==> src/rtl/ctrl_pipe_pkg.sv <==
// Shared definitions for the control pipeline: field widths, bundle layout,
// bubble encoding and the per-stage update command.
package ctrl_pipe_pkg;

  localparam int unsigned ALUOP_WIDTH    = 4;
  localparam int unsigned MEM_MODE_WIDTH = 3;
  localparam int unsigned CTRL_W         = 12;

  localparam int unsigned REG_WRITE_BIT  = 0;
  localparam int unsigned MEM_TO_REG_BIT = 1;
  localparam int unsigned MEM_MODE_LSB   = 2;
  localparam int unsigned MEM_READ_BIT   = 5;
  localparam int unsigned MEM_WRITE_BIT  = 6;
  localparam int unsigned ALU_OP_LSB     = 7;
  localparam int unsigned ALU_SRC_BIT    = 11;

  // Declared MSB first so the packed layout matches the bit offsets above.
  typedef struct packed {
    logic                      alu_src;
    logic [ALUOP_WIDTH-1:0]    alu_op;
    logic                      mem_write;
    logic                      mem_read;
    logic [MEM_MODE_WIDTH-1:0] mem_mode;
    logic                      mem_to_reg;
    logic                      reg_write;
  } ctrl_t;

  // ALU_SRC_REG, ALU_ADD, MEM_WR_DIS, MEM_RD_DIS, MEM_BYTE, MEMREG_DIS, REG_WR_DIS
  localparam ctrl_t CTRL_BUBBLE = '0;

  typedef enum logic [1:0] {
    STG_HOLD   = 2'd0,
    STG_LOAD   = 2'd1,
    STG_BUBBLE = 2'd2
  } stage_cmd_e;

endpackage

==> src/rtl/ctrl_pipe_stage_reg.sv <==
// One control pipeline slot: bundle plus valid, with hold/load/bubble commands.
module ctrl_stage_reg
  import ctrl_pipe_pkg::*;
(
  input  logic       clk,
  input  logic       rst_n,
  input  stage_cmd_e cmd_i,
  input  ctrl_t      d_i,
  input  logic       d_valid_i,
  output ctrl_t      q_o,
  output logic       valid_o
);

  ctrl_t ctrl_q, ctrl_d;
  logic  valid_q, valid_d;

  always_comb begin
    ctrl_d  = ctrl_q;
    valid_d = valid_q;
    unique case (cmd_i)
      STG_LOAD: begin
        // An invalid slot always stores zeros so consumers need no gating.
        valid_d = d_valid_i;
        ctrl_d  = d_valid_i ? d_i : CTRL_BUBBLE;
      end
      STG_BUBBLE: begin
        valid_d = 1'b0;
        ctrl_d  = CTRL_BUBBLE;
      end
      default: ;
    endcase
  end

  always_ff @(posedge clk or negedge rst_n) begin
    if (!rst_n) begin
      ctrl_q  <= CTRL_BUBBLE;
      valid_q <= 1'b0;
    end else begin
      ctrl_q  <= ctrl_d;
      valid_q <= valid_d;
    end
  end

  assign q_o     = ctrl_q;
  assign valid_o = valid_q;

endmodule

==> src/rtl/ctrl_pipe.sv <==
// Control-signal pipeline EX/MEM/WB... with stall/flush bubble injection,
// global freeze and a saturating bubble counter.
module ctrl_pipe
  import ctrl_pipe_pkg::*;
#(
  parameter int unsigned STAGES      = 3,
  parameter int unsigned FLUSH_DEPTH = 1,
  parameter int unsigned CNT_W       = 16
) (
  input  logic                      clk,
  input  logic                      rst_n,
  input  logic                      id_valid,
  input  logic                      id_alu_src,
  input  logic [ALUOP_WIDTH-1:0]    id_alu_op,
  input  logic                      id_mem_write,
  input  logic                      id_mem_read,
  input  logic [MEM_MODE_WIDTH-1:0] id_mem_mode,
  input  logic                      id_mem_to_reg,
  input  logic                      id_reg_write,
  input  logic                      stall,
  input  logic                      flush,
  input  logic                      freeze,
  input  logic                      cnt_clr,
  output logic [STAGES*CTRL_W-1:0]  ctrl_o,
  output logic [STAGES-1:0]         valid_o,
  output logic [CNT_W-1:0]          bubble_cnt
);

  ctrl_t id_bundle;
  ctrl_t stage_ctrl  [STAGES];
  logic  stage_valid [STAGES];

  always_comb begin
    id_bundle            = CTRL_BUBBLE;
    id_bundle.alu_src    = id_alu_src;
    id_bundle.alu_op     = id_alu_op;
    id_bundle.mem_write  = id_mem_write;
    id_bundle.mem_read   = id_mem_read;
    id_bundle.mem_mode   = id_mem_mode;
    id_bundle.mem_to_reg = id_mem_to_reg;
    id_bundle.reg_write  = id_reg_write;
  end

  for (genvar k = 0; k < STAGES; k++) begin : g_stage
    stage_cmd_e cmd;
    ctrl_t      d;
    logic       dv;

    if (k == 0) begin : g_src_id
      assign d  = id_bundle;
      assign dv = id_valid;
    end else begin : g_src_prev
      assign d  = stage_ctrl[k-1];
      assign dv = stage_valid[k-1];
    end

    // Priority: freeze > flush (youngest FLUSH_DEPTH slots) > stall (slot 0) > advance.
    always_comb begin
      cmd = STG_LOAD;
      if (freeze)
        cmd = STG_HOLD;
      else if (flush && (k < FLUSH_DEPTH))
        cmd = STG_BUBBLE;
      else if (stall && (k == 0))
        cmd = STG_BUBBLE;
    end

    ctrl_stage_reg u_stage (
      .clk       (clk),
      .rst_n     (rst_n),
      .cmd_i     (cmd),
      .d_i       (d),
      .d_valid_i (dv),
      .q_o       (stage_ctrl[k]),
      .valid_o   (stage_valid[k])
    );

    assign ctrl_o[k*CTRL_W +: CTRL_W] = stage_ctrl[k];
    assign valid_o[k]                 = stage_valid[k];
  end

  logic [CNT_W-1:0] cnt_q, cnt_d;

  always_comb begin
    cnt_d = cnt_q;
    if (!freeze) begin
      if (cnt_clr)
        cnt_d = '0;
      else if ((stall || flush) && (cnt_q != '1))
        cnt_d = cnt_q + CNT_W'(1);
    end
  end

  always_ff @(posedge clk or negedge rst_n) begin
    if (!rst_n)
      cnt_q <= '0;
    else
      cnt_q <= cnt_d;
  end

  assign bubble_cnt = cnt_q;

endmodule

==> config.mk <==
export PLATFORM = sky130hd
export DESIGN_NAME = ctrl_pipe
export DESIGN_NICKNAME = d
export VERILOG_FILES = /design/src/rtl/ctrl_pipe_pkg.sv /design/src/rtl/ctrl_pipe_stage_reg.sv /design/src/rtl/ctrl_pipe.sv
export SDC_FILE = /design/constraint.sdc
export NUM_CORES = 1
export LEC_CHECK = 0
export CORE_ASPECT_RATIO = 2
export CORE_MARGIN = 3
export CORE_UTILIZATION = 51
export CTS_CLUSTER_DIAMETER = 120
export DETAILED_ROUTE_END_ITERATION = 8
export GPL_ROUTABILITY_DRIVEN = 0
export GPL_TIMING_DRIVEN = 0
export PLACE_DENSITY = 0.95
export SYNTH_ARGS = -nofsm -noshare
export SYNTH_HDL_FRONTEND = slang
export SYNTH_SLANG_ARGS = --single-unit
==> constraint.sdc <==
create_clock -name clk -period 5.1 [get_ports clk]
set_input_delay 1.02 -clock clk [delete_from_list [all_inputs] [get_ports clk]]
set_output_delay 1.02 -clock clk [all_outputs]
set_load 0.05 [all_outputs]
### Word level (Yosys, flattened, before mapping)

Index checks and enable logic that the tools add are counted.

* add/sub/neg operators: 1
* eq/ne operators: 5
* multiplexer cells: 15
* bitwise logic cells: 1
* reduce and logical (&&, ||, !) cells: 6

Operator list (number)
* $pmux W12 S2: 3
* $mux W12: 3
* $mux W16: 2
* $add A16 B1 Y16 const B: 1
* $ne A16 B16 Y1 const B: 1
* $mux W2: 3
* $pmux W1 S2: 3
* $reduce_bool A2 Y1: 3
* $eq A1 B2 Y1 const B: 1
* $eq A2 B1 Y1 const B: 1
* $eq A2 B2 Y1 const B: 1
* $reduce_and A2 Y1: 1
* $eq A1 B1 Y1 const B: 1
* $logic_and A1 B1 Y1: 1
* $logic_or A1 B1 Y1: 1
* $mux W1: 1
* $not A1 Y1: 1

* flip-flop bits (word level): 55
* input bits: 19
* output and inout port bits: 55
* logic and storage cells: 53

### Logic depth before layout (Yosys ltp)

* depth in word-level cells: 5
* depth in mapped cells: 8

### By module

A second synthesis with hierarchy kept.

* cells, all modules: 303
* area, all modules: 3071.7 sq um

By module, submodules not included
* ctrl_stage_reg: times used 3, cells each 59, area an instance 651.9 sq um, seq. area each 325.3 sq um
* ctrl_pipe: times used 1, cells each 126, area an instance 1116.1 sq um, seq. area each 400.4 sq um

### Worst setup path after synthesis

Ideal clock, no wire load.

* path kind: input-to-reg
* from: input freeze
* to: register g_stage[0].u_stage.ctrl_q (netlist bit g_stage[0].u_stage.q_o[0])
* arrival: 2.638 ns
* data required time: 5.033 ns
* slack: 2.395 ns
* stages: 6
* path through: buf_6 > or3_1 > ha_1 > nor3b_1 > clkbuf_1 > a22o_1

* longest elaborated chain between the ends: 3
* elaborated cells between the ends (all ways): 5
* classes of those cells: 2 x eq/ne; 2 x mux; 1 x reduce/logical

RTL lines
* start, declared: line ctrl_pipe.sv:22 `input logic freeze,`
* $mux W2 *: line ctrl_pipe.sv:60 `if (freeze)`
* $eq A2 B2 Y1 or $eq A2 B1 Y1 (tied branches): line ctrl_pipe_stage_reg.sv:20 `unique case (cmd_i)`
* $pmux W12 S2 or $reduce_bool A2 Y1 (tied branches)
* end signal, assigned: line ctrl_pipe_stage_reg.sv:39 `ctrl_q <= ctrl_d;`
* end, declared: line ctrl_pipe_stage_reg.sv:14 `ctrl_t ctrl_q, ctrl_d;`

Every way passes the cells marked *; elsewhere a longest branch is shown, timed or not.
A chain may end at the register's enable or synchronous reset.

### Final worst setup path

* from: input stall
* to: register g_stage[0].u_stage.ctrl_q (netlist bit g_stage[0].u_stage.q_o[5])

* longest elaborated chain between the ends: 5
* elaborated cells between the ends (all ways): 7
* classes of those cells: 2 x eq/ne; 4 x mux; 1 x reduce/logical

RTL lines
* start, declared: line ctrl_pipe.sv:20 `input logic stall,`
* $mux W2 *: line ctrl_pipe.sv:64 `else if (stall && (k == 0))`
* $mux W2 *: line ctrl_pipe.sv:62 `else if (flush && (k < FLUSH_DEPTH))`
* $mux W2 *: line ctrl_pipe.sv:60
* $eq A2 B2 Y1 or $eq A2 B1 Y1 (tied branches): line ctrl_pipe_stage_reg.sv:20
* $pmux W12 S2 or $reduce_bool A2 Y1 (tied branches)

Marks and branches as above.

==> impl_metrics.env <==
export IMPL_outcome="complete, no violations"
export IMPL_ys_types=42
export IMPL_period_needed_ns=3.13
export IMPL_synth_seq_cells=55
export IMPL_nFillCells=335
export IMPL_drc=0
export IMPL_cts_tree="built"
export IMPL_coreArea_um2=4910
export IMPL_max_vdd_ir_drop_uv=302
export IMPL_cts_setup_buffers=0
export IMPL_drt_iter0_drc=92
export IMPL_hold_class="reg -> reg"
export IMPL_powerDensity_nw_per_um2=306
export IMPL_syn_area_um2=2600
export IMPL_grt_pass1_wl_um=12000
export IMPL_final_setup_viol_count=0
export IMPL_die_x_um=56.5
export IMPL_drt_pass1_iterations=4
export IMPL_p_switching_w=0.000364
export IMPL_synth_seq_area_share_pct=52.9
export IMPL_rsz0062_at_grt="no"
export IMPL_required_ns=5.35
export IMPL_clock_root_buffer="clkbuf_8"
export IMPL_grt_max_degree=41
export IMPL_routed_via_count=2425
export IMPL_synth_commonest_cells="dfrtp_1 (55), nand2_1 (52), o21ai_0 (23)"
export IMPL_num_rows=36
export IMPL_pin_count=74
export IMPL_synth_edf_count=0
export IMPL_avgRoutedWirePerCell_um=18.3
export IMPL_final_setup_tns_ns=0
export IMPL_avgSynthCellArea_um2=10.0
export IMPL_die_area_um2=6050
export IMPL_antennaDiodeCount=0
export IMPL_io_buffer_count=72
export IMPL_crit_type="in -> reg"
export IMPL_hold_viol_final=0
export IMPL_cts_buffer_depth=2
export IMPL_dp_slack_ns=1.67
export IMPL_path_clk_slew_ns=0.10
export IMPL_crit_fanout=10
export IMPL_cts_resized=0
export IMPL_area_growth_pct=35.4
export IMPL_cts_buffers=5
export IMPL_synthTopCellsByArea="dfrtp_1 (53%), nand2_1 (7.5%), a22o_1 (5.7%)"
export IMPL_antenna_found_initial=0
export IMPL_fp_dieH_um=107
export IMPL_synth_ff_type="dfrtp_1"
export IMPL_setup_worst_path_start_class="input pin"
export IMPL_grt_pass1_vias=2571
export IMPL_fmax_mhz=320
export IMPL_critPathCaptureType="register"
export IMPL_drt_wl_total_um=7250
export IMPL_via_per_inst=6.11
export IMPL_syn_inst=259
export IMPL_clk_latency_ns=0.32
export IMPL_setup_ws_ns=1.97
export IMPL_ys_warn_count=0
export IMPL_crit_chain="clkdlybuf4s50_1 -> o21bai_4 -> clkinv_2 -> buf_6 -> ha_1 -> nor3b_1 -> clkbuf_1 -> a22o_1"
export IMPL_worst_pin_slew_ns=0.634
export IMPL_drv_cap=0
export IMPL_p_clk_share_pct=27.4
export IMPL_report_final_slew_viol_count=0
export IMPL_fin_crit_sh_pct=61.3
export IMPL_initial_core_util_pct=53.0
export IMPL_slew_headroom_pct=57.4
export IMPL_synth_most_common_cell="dfrtp_1"
export IMPL_critPathSlowestCell="clkdlybuf4s50_1"
export IMPL_grt_overflow_total=0
export IMPL_track_usage_pct=25.4
export IMPL_cts_hold_buf=0
export IMPL_cp_arrival_ns=3.38
export IMPL_critical_path_max_stage_delay_ns=0.46
export IMPL_drive_gt1_share_pct=7.35
export IMPL_hpwl_um=5380
export IMPL_ant_nets=0
export IMPL_clock_sinks=55
export IMPL_netlist_area_leader_share_pct=52.9
export IMPL_p_leak_nw=1.46
export IMPL_fin_util_pct=71.7
export IMPL_p_comb_share_pct=26.3
export IMPL_syn_nets=280
export IMPL_synth_top_area_cell="dfrtp_1"
export IMPL_timing_hold_ws_ns=0.490
export IMPL_p_sw_share_pct=33.8
export IMPL_fin_nets=360
export IMPL_internal_power_w=0.000713
export IMPL_async_flop_share_pct=100
export IMPL_skew_ns=0.00899
export IMPL_htree_levels=2
export IMPL_seq_power_share_pct=46.3
[registers in the layout (all words and copies together), names as in the netlist]
| signal | flops |
|---|---|
| bubble_cnt | 16 |
| g_stage.u_stage.valid_o | 3 |
| g_stage.u_stage.q_o | 36 |
[worst max-delay path, delay by kind of cell]
family          cells  cell delay (ns)
buf+inv             4             1.15
simple gates        1             0.44
fa+ha+maj           1             0.34
compound gates      2             0.43
[worst paths after layout]
check / start / end / slack, ns / cells past startpoint
worst max-delay path: stall / g_stage[0].u_stage.q_o[5] / 1.97 / 8
worst min-delay path: g_stage[2].u_stage.valid_o / g_stage[2].u_stage.valid_o / 0.49 / 1
worst max register to register: bubble_cnt[0] / bubble_cnt[10] / 3.16 / 6
worst min register to register: g_stage[2].u_stage.valid_o / g_stage[2].u_stage.valid_o / 0.49 / 1
max in group asynchronous: rst_n / g_stage[2].u_stage.q_o[1] / 3.95 / 2
min in group asynchronous: rst_n / g_stage[0].u_stage.q_o[8] / 0.62 / 1
[metal layers]
layer | up-vias | GRT usage, % | wire length, µm
met5 | - | 0 | 0
met1 | 1173 | 24.8 | 2470
met3 | 28 | 6.75 | 452
met4 | 0 | 13.8 | 259
met2 | 106 | 46.7 | 4070
li1 | 1118 | - | -
[power by group through the flow]
stage	sequential [W]	combinational, W	clock (W)
2_1_floorplan	0.000590	0.0000864	0
3_3_place_gp	0.000503	0.000276	0
3_5_place_dp	0.000506	0.000283	0
4_1_cts	0.000498	0.000285	0.000298
5_1_grt	0.000504	0.000298	0.000315
6_report	0.000499	0.000283	0.000295
[logic make-up after synthesis]
kind of cell | count (synthesis) | synth area share, %
AND/OR/NAND/NOR | 111 | 22.3
flip-flops | 55 | 52.9
buffers and inverters | 22 | 4.28
adder cells (fa/ha/maj) | 2 | 0.962
multiplexers | 1 | 0.433
AO/OA/AOI/OAI | 68 | 19.1
[area by class of cell]
cell class | instances | area [µm²] | share of cell area [%]
clock inverter | 3 | 43.8 | 1.24
buffer | 19 | 98.8 | 2.81
timing repair buffer | 73 | 736 | 20.9
inverter | 3 | 12.5 | 0.355
clock buffer | 5 | 68.8 | 1.95
multi-input combinational | 182 | 1110 | 31.6
sequential | 55 | 1380 | 39.1
tap | 57 | 71.3 | 2.03
[layout by cell type, fill, tap and decap left out, drive strengths merged]
| cell | instances |
|---|---|
| o311a | 1 |
| a22o | 17 |
| o2111ai | 1 |
| a221o | 2 |
| a211oi | 1 |
| and2 | 1 |
| bufinv | 1 |
| clkbuf | 18 |
| or4 | 5 |
| o211ai | 4 |
| a22oi | 4 |
| nand3 | 19 |
| a21oi | 3 |
| a21o | 2 |
| a31oi | 1 |
| a31o | 1 |
| o21ai | 23 |
| and3 | 3 |
| clkinv | 3 |
| nor4 | 2 |
| nand4 | 7 |
| a2111o | 1 |
| or3 | 3 |
| buf | 8 |
| clkdlybuf4s50 | 71 |
| mux2 | 1 |
| nor2b | 6 |
| nor3b | 1 |
| o311ai | 5 |
| nor2 | 5 |
| nor3 | 3 |
| a41oi | 1 |
| or4b | 2 |
| inv | 2 |
| ha | 2 |
| dfrtp | 55 |
| o21bai | 1 |
| nand2 | 52 |
| and4 | 2 |
[stage by stage]
step	cells	instance area, µm²	total power, W
after floorplan	259	2600	0.000676
after detailed placement	389	3410	0.000789
final	397	3520	0.00108
after global placement	388	3390	0.000779
after CTS	397	3520	0.00108
after global routing	397	3520	0.00112
Note: power is estimated with default switching activity, not from simulation.
